===== src/rtl/fetch_if.sv =====
// Fetch-stage bundle: control inputs, instruction-memory handshake, IF->ID outputs
// and interrupt signals. master = fetch_ctrl side, slave = environment side.
interface fetch_if;
    logic        stall;
    logic [1:0]  pc_source;
    logic [31:0] condit_bran_pc;
    logic [31:0] j_reg_pc;
    logic [31:0] j_pc;
    logic        imem_req;
    logic [31:0] imem_addr;
    logic        imem_ack;
    logic [31:0] imem_rdata;
    logic [31:0] if_inst;
    logic [31:0] if_pc;
    logic        if_valid;
    logic        int_req;
    logic        eret;
    logic        int_ack;
    logic [31:0] epc;

    modport master (
        input  stall, pc_source, condit_bran_pc, j_reg_pc, j_pc,
               imem_ack, imem_rdata, int_req, eret,
        output imem_req, imem_addr, if_inst, if_pc, if_valid, int_ack, epc
    );

    modport slave (
        output stall, pc_source, condit_bran_pc, j_reg_pc, j_pc,
               imem_ack, imem_rdata, int_req, eret,
        input  imem_req, imem_addr, if_inst, if_pc, if_valid, int_ack, epc
    );
endinterface


===== src/rtl/fetch_ctrl.sv =====
// Fetch controller: owns the PC, runs the imem req/ack handshake and feeds ID through
// a one-entry skid buffer. Interrupt support is enabled by defining FETCH_INT_EN.
module fetch_ctrl #(
    parameter logic [31:0] RESET_PC   = 32'h0000_0000,
    parameter logic [31:0] INT_VECTOR = 32'h0000_0008
) (
    input  logic     clk,
    input  logic     rst,
    fetch_if.master  bus
);

    localparam int unsigned XLEN = 32;

`ifdef FETCH_INT_EN
    localparam bit INT_EN = 1'b1;
`else
    localparam bit INT_EN = 1'b0;
`endif

    typedef enum logic [1:0] {
        S_BOOT  = 2'd0,
        S_FETCH = 2'd1,
        S_HOLD  = 2'd2
    } state_t;

    state_t          r_state, w_state_nxt;
    logic [XLEN-1:0] r_pc, w_pc_nxt;
    logic            r_req;
    logic [XLEN-1:0] r_if_inst, w_if_inst_nxt;
    logic [XLEN-1:0] r_if_pc, w_if_pc_nxt;
    logic            r_if_valid, w_if_valid_nxt;
    logic [XLEN-1:0] r_skid_inst, w_skid_nxt;
    logic            r_kill, w_kill_nxt;
    logic [XLEN-1:0] r_pend_pc, w_pend_nxt;
    logic            r_int_ack, w_int_ack_nxt;
    logic [XLEN-1:0] r_epc, w_epc_nxt;
    logic            r_mask, w_mask_nxt;

    logic            w_active;
    logic            w_redir;
    logic            w_eret_take;
    logic            w_int_take;
    logic            w_take;
    logic [XLEN-1:0] w_sel_tgt;
    logic [XLEN-1:0] w_tgt;

    // Redirect arbitration: branch/jump beats eret; eret beats interrupt
    assign w_active    = (r_state != S_BOOT);
    assign w_redir     = w_active && (bus.pc_source != 2'b00) && !bus.stall;
    assign w_eret_take = INT_EN && w_active && bus.eret && !bus.stall && !w_redir;
    assign w_int_take  = INT_EN && bus.int_req && !r_mask && !bus.stall;
    assign w_take      = w_redir || w_eret_take;
    assign w_tgt       = w_redir ? w_sel_tgt : r_epc;

    always_comb begin
        w_sel_tgt = bus.j_pc;
        unique case (bus.pc_source)
            2'b01:   w_sel_tgt = bus.condit_bran_pc;
            2'b10:   w_sel_tgt = bus.j_reg_pc;
            default: w_sel_tgt = bus.j_pc;
        endcase
    end

    always_comb begin
        w_state_nxt    = r_state;
        w_pc_nxt       = r_pc;
        w_if_inst_nxt  = r_if_inst;
        w_if_pc_nxt    = r_if_pc;
        w_if_valid_nxt = r_if_valid;
        w_skid_nxt     = r_skid_inst;
        w_kill_nxt     = r_kill;
        w_pend_nxt     = r_pend_pc;
        w_int_ack_nxt  = 1'b0;
        w_epc_nxt      = r_epc;
        w_mask_nxt     = r_mask;

        if (w_eret_take) w_mask_nxt = 1'b0;

        unique case (r_state)
            S_BOOT: w_state_nxt = S_FETCH;
            S_FETCH: begin
                if (w_take) begin
                    w_if_valid_nxt = 1'b0;
                    if (bus.imem_ack) begin
                        w_pc_nxt   = w_tgt;
                        w_kill_nxt = 1'b0;
                    end else begin
                        w_pend_nxt = w_tgt;
                        w_kill_nxt = 1'b1;
                    end
                end else if (bus.imem_ack && r_kill) begin
                    // Word belongs to the abandoned path
                    w_pc_nxt   = r_pend_pc;
                    w_kill_nxt = 1'b0;
                end else if (bus.imem_ack && w_int_take) begin
                    w_if_valid_nxt = 1'b0;
                    w_epc_nxt      = r_pc;
                    w_pc_nxt       = INT_VECTOR;
                    w_int_ack_nxt  = 1'b1;
                    w_mask_nxt     = 1'b1;
                end else if (bus.imem_ack && !bus.stall) begin
                    w_if_inst_nxt  = bus.imem_rdata;
                    w_if_pc_nxt    = r_pc;
                    w_if_valid_nxt = 1'b1;
                    w_pc_nxt       = r_pc + XLEN'(4);
                end else if (bus.imem_ack) begin
                    w_skid_nxt  = bus.imem_rdata;
                    w_state_nxt = S_HOLD;
                end else if (!bus.stall) begin
                    // ID consumed the last word and nothing new arrived
                    w_if_valid_nxt = 1'b0;
                end
            end
            S_HOLD: begin
                if (w_take) begin
                    w_pc_nxt       = w_tgt;
                    w_if_valid_nxt = 1'b0;
                    w_kill_nxt     = 1'b0;
                    w_state_nxt    = S_FETCH;
                end else if (!bus.stall) begin
                    w_if_inst_nxt  = r_skid_inst;
                    w_if_pc_nxt    = r_pc;
                    w_if_valid_nxt = 1'b1;
                    w_pc_nxt       = r_pc + XLEN'(4);
                    w_state_nxt    = S_FETCH;
                end
            end
            default: w_state_nxt = S_BOOT;
        endcase
    end

    always_ff @(posedge clk or posedge rst) begin
        if (rst) begin
            r_state     <= S_BOOT;
            r_pc        <= RESET_PC;
            r_req       <= 1'b0;
            r_if_inst   <= '0;
            r_if_pc     <= '0;
            r_if_valid  <= 1'b0;
            r_skid_inst <= '0;
            r_kill      <= 1'b0;
            r_pend_pc   <= '0;
            r_int_ack   <= 1'b0;
            r_epc       <= '0;
            r_mask      <= 1'b0;
        end else begin
            r_state     <= w_state_nxt;
            r_pc        <= w_pc_nxt;
            r_req       <= (w_state_nxt == S_FETCH);
            r_if_inst   <= w_if_inst_nxt;
            r_if_pc     <= w_if_pc_nxt;
            r_if_valid  <= w_if_valid_nxt;
            r_skid_inst <= w_skid_nxt;
            r_kill      <= w_kill_nxt;
            r_pend_pc   <= w_pend_nxt;
            r_int_ack   <= w_int_ack_nxt;
            r_epc       <= w_epc_nxt;
            r_mask      <= w_mask_nxt;
        end
    end

    assign bus.imem_req  = r_req;
    assign bus.imem_addr = r_pc;
    assign bus.if_inst   = r_if_inst;
    assign bus.if_pc     = r_if_pc;
    assign bus.if_valid  = r_if_valid;
    assign bus.int_ack   = r_int_ack;
    assign bus.epc       = r_epc;

endmodule


===== src/flat_wrapper.sv =====
// flat-port wrapper written by rule: the top's interface ports become plain ports
module fetch_ctrl_flat 
#(
    parameter logic [31:0] RESET_PC   = 32'h0000_0000,
    parameter logic [31:0] INT_VECTOR = 32'h0000_0008
)
  (clk, rst, bus_stall, bus_pc_source, bus_condit_bran_pc, bus_j_reg_pc, bus_j_pc, bus_imem_ack, bus_imem_rdata, bus_int_req, bus_eret, bus_imem_req, bus_imem_addr, bus_if_inst, bus_if_pc, bus_if_valid, bus_int_ack, bus_epc);
  fetch_if bus_i ();
  input  logic clk;
  input  logic rst;
  input wire logic [$bits(bus_i.stall)-1:0] bus_stall;
  input wire logic [$bits(bus_i.pc_source)-1:0] bus_pc_source;
  input wire logic [$bits(bus_i.condit_bran_pc)-1:0] bus_condit_bran_pc;
  input wire logic [$bits(bus_i.j_reg_pc)-1:0] bus_j_reg_pc;
  input wire logic [$bits(bus_i.j_pc)-1:0] bus_j_pc;
  input wire logic [$bits(bus_i.imem_ack)-1:0] bus_imem_ack;
  input wire logic [$bits(bus_i.imem_rdata)-1:0] bus_imem_rdata;
  input wire logic [$bits(bus_i.int_req)-1:0] bus_int_req;
  input wire logic [$bits(bus_i.eret)-1:0] bus_eret;
  output wire logic [$bits(bus_i.imem_req)-1:0] bus_imem_req;
  output wire logic [$bits(bus_i.imem_addr)-1:0] bus_imem_addr;
  output wire logic [$bits(bus_i.if_inst)-1:0] bus_if_inst;
  output wire logic [$bits(bus_i.if_pc)-1:0] bus_if_pc;
  output wire logic [$bits(bus_i.if_valid)-1:0] bus_if_valid;
  output wire logic [$bits(bus_i.int_ack)-1:0] bus_int_ack;
  output wire logic [$bits(bus_i.epc)-1:0] bus_epc;
  assign bus_i.stall = bus_stall;
  assign bus_i.pc_source = bus_pc_source;
  assign bus_i.condit_bran_pc = bus_condit_bran_pc;
  assign bus_i.j_reg_pc = bus_j_reg_pc;
  assign bus_i.j_pc = bus_j_pc;
  assign bus_i.imem_ack = bus_imem_ack;
  assign bus_i.imem_rdata = bus_imem_rdata;
  assign bus_i.int_req = bus_int_req;
  assign bus_i.eret = bus_eret;
  assign bus_imem_req = bus_i.imem_req;
  assign bus_imem_addr = bus_i.imem_addr;
  assign bus_if_inst = bus_i.if_inst;
  assign bus_if_pc = bus_i.if_pc;
  assign bus_if_valid = bus_i.if_valid;
  assign bus_int_ack = bus_i.int_ack;
  assign bus_epc = bus_i.epc;
  fetch_ctrl #(.RESET_PC(RESET_PC), .INT_VECTOR(INT_VECTOR)) u_core (.clk(clk), .rst(rst), .bus(bus_i));
endmodule

===== config.mk =====
export PLATFORM = sky130hd
export DESIGN_NAME = fetch_ctrl_flat
export DESIGN_NICKNAME = d
export VERILOG_FILES = /design/src/rtl/fetch_if.sv /design/src/rtl/fetch_ctrl.sv /design/src/flat_wrapper.sv
export SDC_FILE = /design/constraint.sdc
export NUM_CORES = 1
export LEC_CHECK = 0
export CAP_MARGIN = 10
export CORE_ASPECT_RATIO = 1.5
export CORE_MARGIN = 8
export CORE_UTILIZATION = 35
export CTS_CLUSTER_SIZE = 14
export DETAILED_ROUTE_END_ITERATION = 10
export GPL_ROUTABILITY_DRIVEN = 0
export PLACE_DENSITY = 0.74
export SYNTH_ARGS = -nofsm -noshare
export SYNTH_HDL_FRONTEND = slang
export SYNTH_SLANG_ARGS = --single-unit

===== constraint.sdc =====
create_clock -name clk -period 7.9 [get_ports clk]
set_clock_uncertainty 0.2 [all_clocks]
set_input_delay 1.58 -clock clk [delete_from_list [all_inputs] [get_ports clk]]
set_output_delay 1.58 -clock clk [all_outputs]
set_load 0.01 [all_outputs]

== Word-level counts from Yosys, hierarchy flattened ==
Cells that the tools add are included.

* Word-level logic and storage cells: 87
* Bits of input ports: 136
* ROM bits: 0
* Bits in latches: 0
* Flip-flop bits (word level): 165
* Memories kept: 0
* Bits in writable memories: 0
* Output and inout bits: 131

* Multipliers: 0
* Order comparisons: 0
* Divide/modulo/power cells: 0
* Bitwise logic cells: 4
* $add $sub $neg: 1
* Eq/ne operators: 18
* Mux-type cells: 40
* Reductions and logical operators: 15
* Shifts and indexed selects: 0

{| class="wikitable"
|+ Operator list
! cell !! number
|-
| two-way mux 32 bit || 16
|-
| case mux 32 bit (2 select lines) || 4
|-
| adder 32 x 3 -> 32 bit, second input constant || 1
|-
| two-way mux 2 bit || 6
|-
| two-way mux 1 bit || 11
|-
| AND reduction 5 bit || 2
|-
| inequality test 2 bit, second input constant || 4
|-
| inequality test 4 x 2 -> 1 bit, second input constant || 2
|-
| equality test 2 x 1 -> 1 bit, second input constant || 3
|-
| inequality test 3 x 2 -> 1 bit, second input constant || 2
|-
| case mux 2 bit (3 select lines) || 1
|-
| AND reduction 3 bit || 2
|-
| AND reduction 6 bit || 1
|-
| nonzero test 2 bit || 3
|-
| equality test 2 bit, second input constant || 2
|-
| logical AND 1 bit || 4
|-
| inequality test 2 x 1 -> 1 bit, second input constant || 2
|-
| inequality test 4 x 1 -> 1 bit, second input constant || 1
|-
| inverter 1 bit || 4
|-
| case mux 1 bit (2 select lines) || 2
|-
| AND reduction 4 bit || 1
|-
| inequality test 3 x 1 -> 1 bit, second input constant || 1
|-
| inequality test 3 bit, second input constant || 1
|-
| logical NOT 2 bit || 1
|-
| logical NOT 1 bit || 1
|}

== Depth between registers and ports, before layout ==
* Depth after elaboration: 7
* Gate-level depth with buffers: 10
* Mapped depth without buffers: 7

== Least setup slack after synthesis ==
OpenSTA, ideal clock, no wires.

* Kind: input -> register
* Start: input port bus_pc_source[0]
* End: register u_core.r_pc[14] (netlist: u_core.bus.imem_addr[14])
* Data required time: 7579 ps
* Library setup time: 121 ps
* Path slack: 4515 ps
* Path buffers: 2
* Arrival time: 3064 ps
* Stages on the path: 8
* Cells stage by stage: inv_1 ha_1 or3_1 clkbuf_1 nand2_1 clkbuf_1 o21ai_0 a22o_1

* Longest elaborated chain between the ends: 5
* Elaborated cells on any way between the ends: 14
* Those cells by class: 5 x eq/ne; 5 x mux; 4 x reduce/logical

{| class="wikitable"
|+ Ends and longest elaborated chain
! element !! RTL line !! text
|-
| start, declared || flat_wrapper.sv:12 || <nowiki>input wire logic [$bits(bus_i.pc_source)-1:0] bus_pc_source;</nowiki>
|-
| equality test 2 bit (tied with other cells) || fetch_ctrl.sv:57 || <nowiki>unique case (bus.pc_source)</nowiki>
|-
| case mux 32 bit (2 select lines) / logical AND 1 bit (equally long branches) || fetch_ctrl.sv:57, fetch_ctrl.sv:49 ||
|-
| two-way mux 32 bit / logical AND 1 bit (equally long branches) || fetch_ctrl.sv:84, fetch_ctrl.sv:49 ||
|-
| two-way mux 32 bit (tied with other cells) || fetch_ctrl.sv:82 || <nowiki>if (w_take) begin</nowiki>
|-
| case mux 32 bit (2 select lines) / AND reduction 4 bit (equally long branches) || - ||
|-
| end signal, assigned || fetch_ctrl.sv:148 || <nowiki>r_pc <= w_pc_nxt;</nowiki>
|-
| end, declared || fetch_ctrl.sv:27 || <nowiki>logic [XLEN-1:0] r_pc, w_pc_nxt;</nowiki>
|}

Several ways; a longest one is shown, not always the timed one. The select of a mux whose other input is x is not followed.
A chain may end at the register's enable or synchronous reset.

== Final worst setup path ==
* Start: input port bus_imem_ack
* End: register u_core.r_if_pc[27] (netlist: u_core.bus.if_pc[27])

* Longest elaborated chain between the ends: 3
* Elaborated cells on any way between the ends: 5
* Those cells by class: 2 x eq/ne; 3 x reduce/logical

{| class="wikitable"
|+ Ends and longest elaborated chain
! element !! RTL line !! text
|-
| start, declared || flat_wrapper.sv:16 || <nowiki>input wire logic [$bits(bus_i.imem_ack)-1:0] bus_imem_ack;</nowiki>
|-
| logical AND 1 bit (on tied branches) || fetch_ctrl.sv:91, fetch_ctrl.sv:101 ||
|-
| inequality test 2 bit (no line) / inequality test 2 x 1 -> 1 bit (equally long branches) || - ||
|-
| AND reduction 6 bit (no line) (*) || - ||
|-
| end signal, assigned || fetch_ctrl.sv:151 || <nowiki>r_if_pc <= w_if_pc_nxt;</nowiki>
|-
| end, declared || fetch_ctrl.sv:30 || <nowiki>logic [XLEN-1:0] r_if_pc, w_if_pc_nxt;</nowiki>
|}

Every way passes the cells marked *; elsewhere a longest branch is shown, timed or not.

==> results.json <==
{
  "final_nets": 1173,
  "h-tree-depth": 4,
  "setup_viol": 0,
  "antenna_cells": 0,
  "busiest_layer": "met2",
  "clock-sinks": 165,
  "ys_warn_count": 0,
  "power_density_nw_per_um2": 368.0,
  "firstDrtPassIters": 5,
  "critical_path_required_ns": 8.01,
  "worstHoldStart": "u_core.r_pend_pc[3]",
  "antenna_found_initial": 0,
  "crit_start": "bus_imem_ack",
  "synth.distinct_cells": 56,
  "drive_gt1_share_pct": 13.34,
  "synthArstFlopShare_pct": 100.0,
  "overflow": 0,
  "cts_tree": "yes",
  "synth_top_area_share_pct": 47.98,
  "cp_cell_sequence": "clkdlybuf4s50_1, nor2b_1, mux2i_1, nor3_4, buf_4, mux2_2",
  "seqCellArea_um2": 4129,
  "critPathSlowestCell": "buf_4",
  "hold_violations": 0,
  "post_cts_buffers": 0,
  "routedWlPerCell_um": 19.14,
  "ctsResizeCount": 0,
  "finalCriticalPeriod_ns": 4.373,
  "timing.slew.headroom_pct": 21.47,
  "via_per_inst": 5.205,
  "initial_utilization_pct": 35.47,
  "vias": 7110,
  "synth-edff-count": 0,
  "die_area_um2": 29960,
  "synth_largest_area_cell": "dfrtp_1",
  "syn_area_per_cell_um2": 10.29,
  "worstSetupEndpointType": "register",
  "slew_violations": 0,
  "hold_path.class": "reg2reg",
  "p_leak_nw": 4.711,
  "grt_pass1_wl_um": 40080,
  "synth_seq_cells": 165,
  "postRouteWirelength_um": 26140,
  "startpoint_type": "primary input",
  "clockRootBuffer": "clkbuf_16",
  "fin_util_pct": 47.94,
  "io_pins": 267,
  "setup_tns_ns": 0,
  "mostFrequentLayoutCells": "231 x clkdlybuf4s50_1, 165 x dfrtp_1, 86 x mux2_2",
  "fp.dieH_um": 208.0,
  "insertion_delay_ns": 0.43,
  "met1_usage_pct": 17.88,
  "outcome": "finished clean",
  "die_x_um": 144.0,
  "gr-usage-met3_pct": 4.951,
  "antenna_left": 0,
  "fill_cells": 2254,
  "min_period_over_period_pct": 55.35,
  "seq_area_frac_synth_pct": 47.98,
  "core_um2": 24260,
  "drt_iter0_drc": 380,
  "worstMarginPinSlew_ns": 1.178,
  "layout.cells.non_filler": 1366,
  "reg2reg_from": "u_core.r_state[0]",
  "grt_max_degree": 92,
  "grt_pass1_vias": 7182,
  "synthTopCellsByArea": "dfrtp_1 48%, mux2_2 11%, a21oi_1 4.2%",
  "dp_hpwl_um": 19430,
  "grt_util_met2_pct": 31.76,
  "numCtsBuffers": 17,
  "postSynthCellCount": 836,
  "peakVddDrop_mv": 0.1990,
  "critical_path_arrival_ns": 4.48,
  "grtUsageTotal_pct": 17.44,
  "area_delta_synth_final_pct": 35.16,
  "crit_path_max_incr_delay_ns": 0.81,
  "postCtsHoldBufs": 0,
  "rsz0062_at_grt": "no",
  "synth_ff_type": "dfrtp_1",
  "placed_cells": 1334,
  "critPathKind": "in2reg",
  "final_common_cell": "clkdlybuf4s50_1",
  "clockBufferDepth": 2,
  "clk_pin_slew_ns": 0.07,
  "portBuffers": 231,
  "fmax_mhz": 228.7,
  "whs_ns": 0.2850,
  "drc": 0,
  "rows": 70,
  "synth_area_um2": 8606,
  "cap_violations": 0,
  "multiInputGateArea_um2": 4069,
  "crit_fanout": 84
}
[metrics by stage]
step                setup slack [ns]  instance area, µm²  power (W)
detailed placement             3.075               11010   0.003443
floorplan                      1.658                8726   0.002578
finish                         3.527               11630   0.004281
global placement               3.121               11010   0.003383
CTS                            3.542               11630   0.004340
global route                   3.372               11630   0.004569
[synth_stat cells, types with 2 or more instances]
master / n
dfrtp_1: 165
mux2_2: 86
nor2_1: 76
a21oi_1: 73
o21ai_0: 60
a22oi_1: 46
nand2_1: 45
clkbuf_1: 41
mux2i_1: 35
buf_4: 33
buf_2: 19
a22o_1: 17
nand3_1: 13
inv_1: 11
nand4_1: 10
a31oi_1: 9
ha_1: 8
a21o_1: 6
and3_1: 6
nor3_1: 6
o31ai_1: 6
a211oi_1: 5
o211ai_1: 5
and4_1: 4
and2_1: 3
nor2b_1: 3
nor3_2: 3
o2bb2ai_1: 3
o31a_1: 3
o41ai_1: 3
a2bb2oi_1: 2
a41oi_1: 2
buf_1: 2
nand2b_1: 2
nand3b_1: 2
nor4_1: 2
nor4_4: 2
[worst paths after layout]
check / endpoint / slack (ns) / depth (start not counted)
worst max-delay path: u_core.bus.if_pc[27] / 3.53 / 6
worst min-delay path: u_core.r_pend_pc[3] / 0.28 / 2
worst max register to register: u_core.bus.if_pc[27] / 4.22 / 7
worst min register to register: u_core.r_pend_pc[3] / 0.28 / 2
max in group asynchronous: u_core.bus.if_pc[21] / 4.51 / 3
min in group asynchronous: u_core.bus.if_pc[4] / 1.49 / 2
[power breakdown]
part	internal (W)	leakage [nW]	switching (W)
clock	0.000506	0.303	0.000369
combinational	0.000944	2.42	0.000872
sequential	0.00125	1.99	0.000341
total	0.00270	4.71	0.00158
[routing by layer]
layer	wire, µm	up-vias
li1	-	3376
met5	0	-
met2	14180	220
met3	1760	43
met1	9299	3471
met4	905	0
[area by class of cell]
type | instances | area share (%)
clock buffers | 17 | 3.657
clock inverters | 15 | 1.646
inverters | 11 | 0.3980
multi-input cells | 596 | 34.98
flip-flops and latches | 165 | 35.50
well taps | 324 | 3.485
repair buffers | 238 | 20.33
[critical path, delay by kind of cell]
kind | cells | cell delay (ns)
buf+inv | 2 | 1.42
simple gates | 2 | 0.82
mux | 2 | 0.56
[registers in the layout (all words and copies together) (netlist names)]
register	flops
u_core.r_pend_pc	32
u_core.r_skid_inst	32
u_core.r_kill	1
u_core.bus.imem_addr	32
u_core.bus.imem_req	1
u_core.bus.if_inst	32
u_core.bus.if_pc	32
u_core.r_state	2
u_core.bus.if_valid	1
[cells by family after synthesis]
group | after synthesis | share of synthesized area, %
AO/OA/AOI/OAI | 249 | 18.39
other | 1 | 0.04358
buffers and inverters | 107 | 6.397
flip-flops | 165 | 47.98
XOR/XNOR | 1 | 0.1018
AND/OR/NAND/NOR | 184 | 10.60
adder cells (fa/ha/maj) | 8 | 1.163
multiplexers | 121 | 15.32
(Power assumes the default switching activity.)
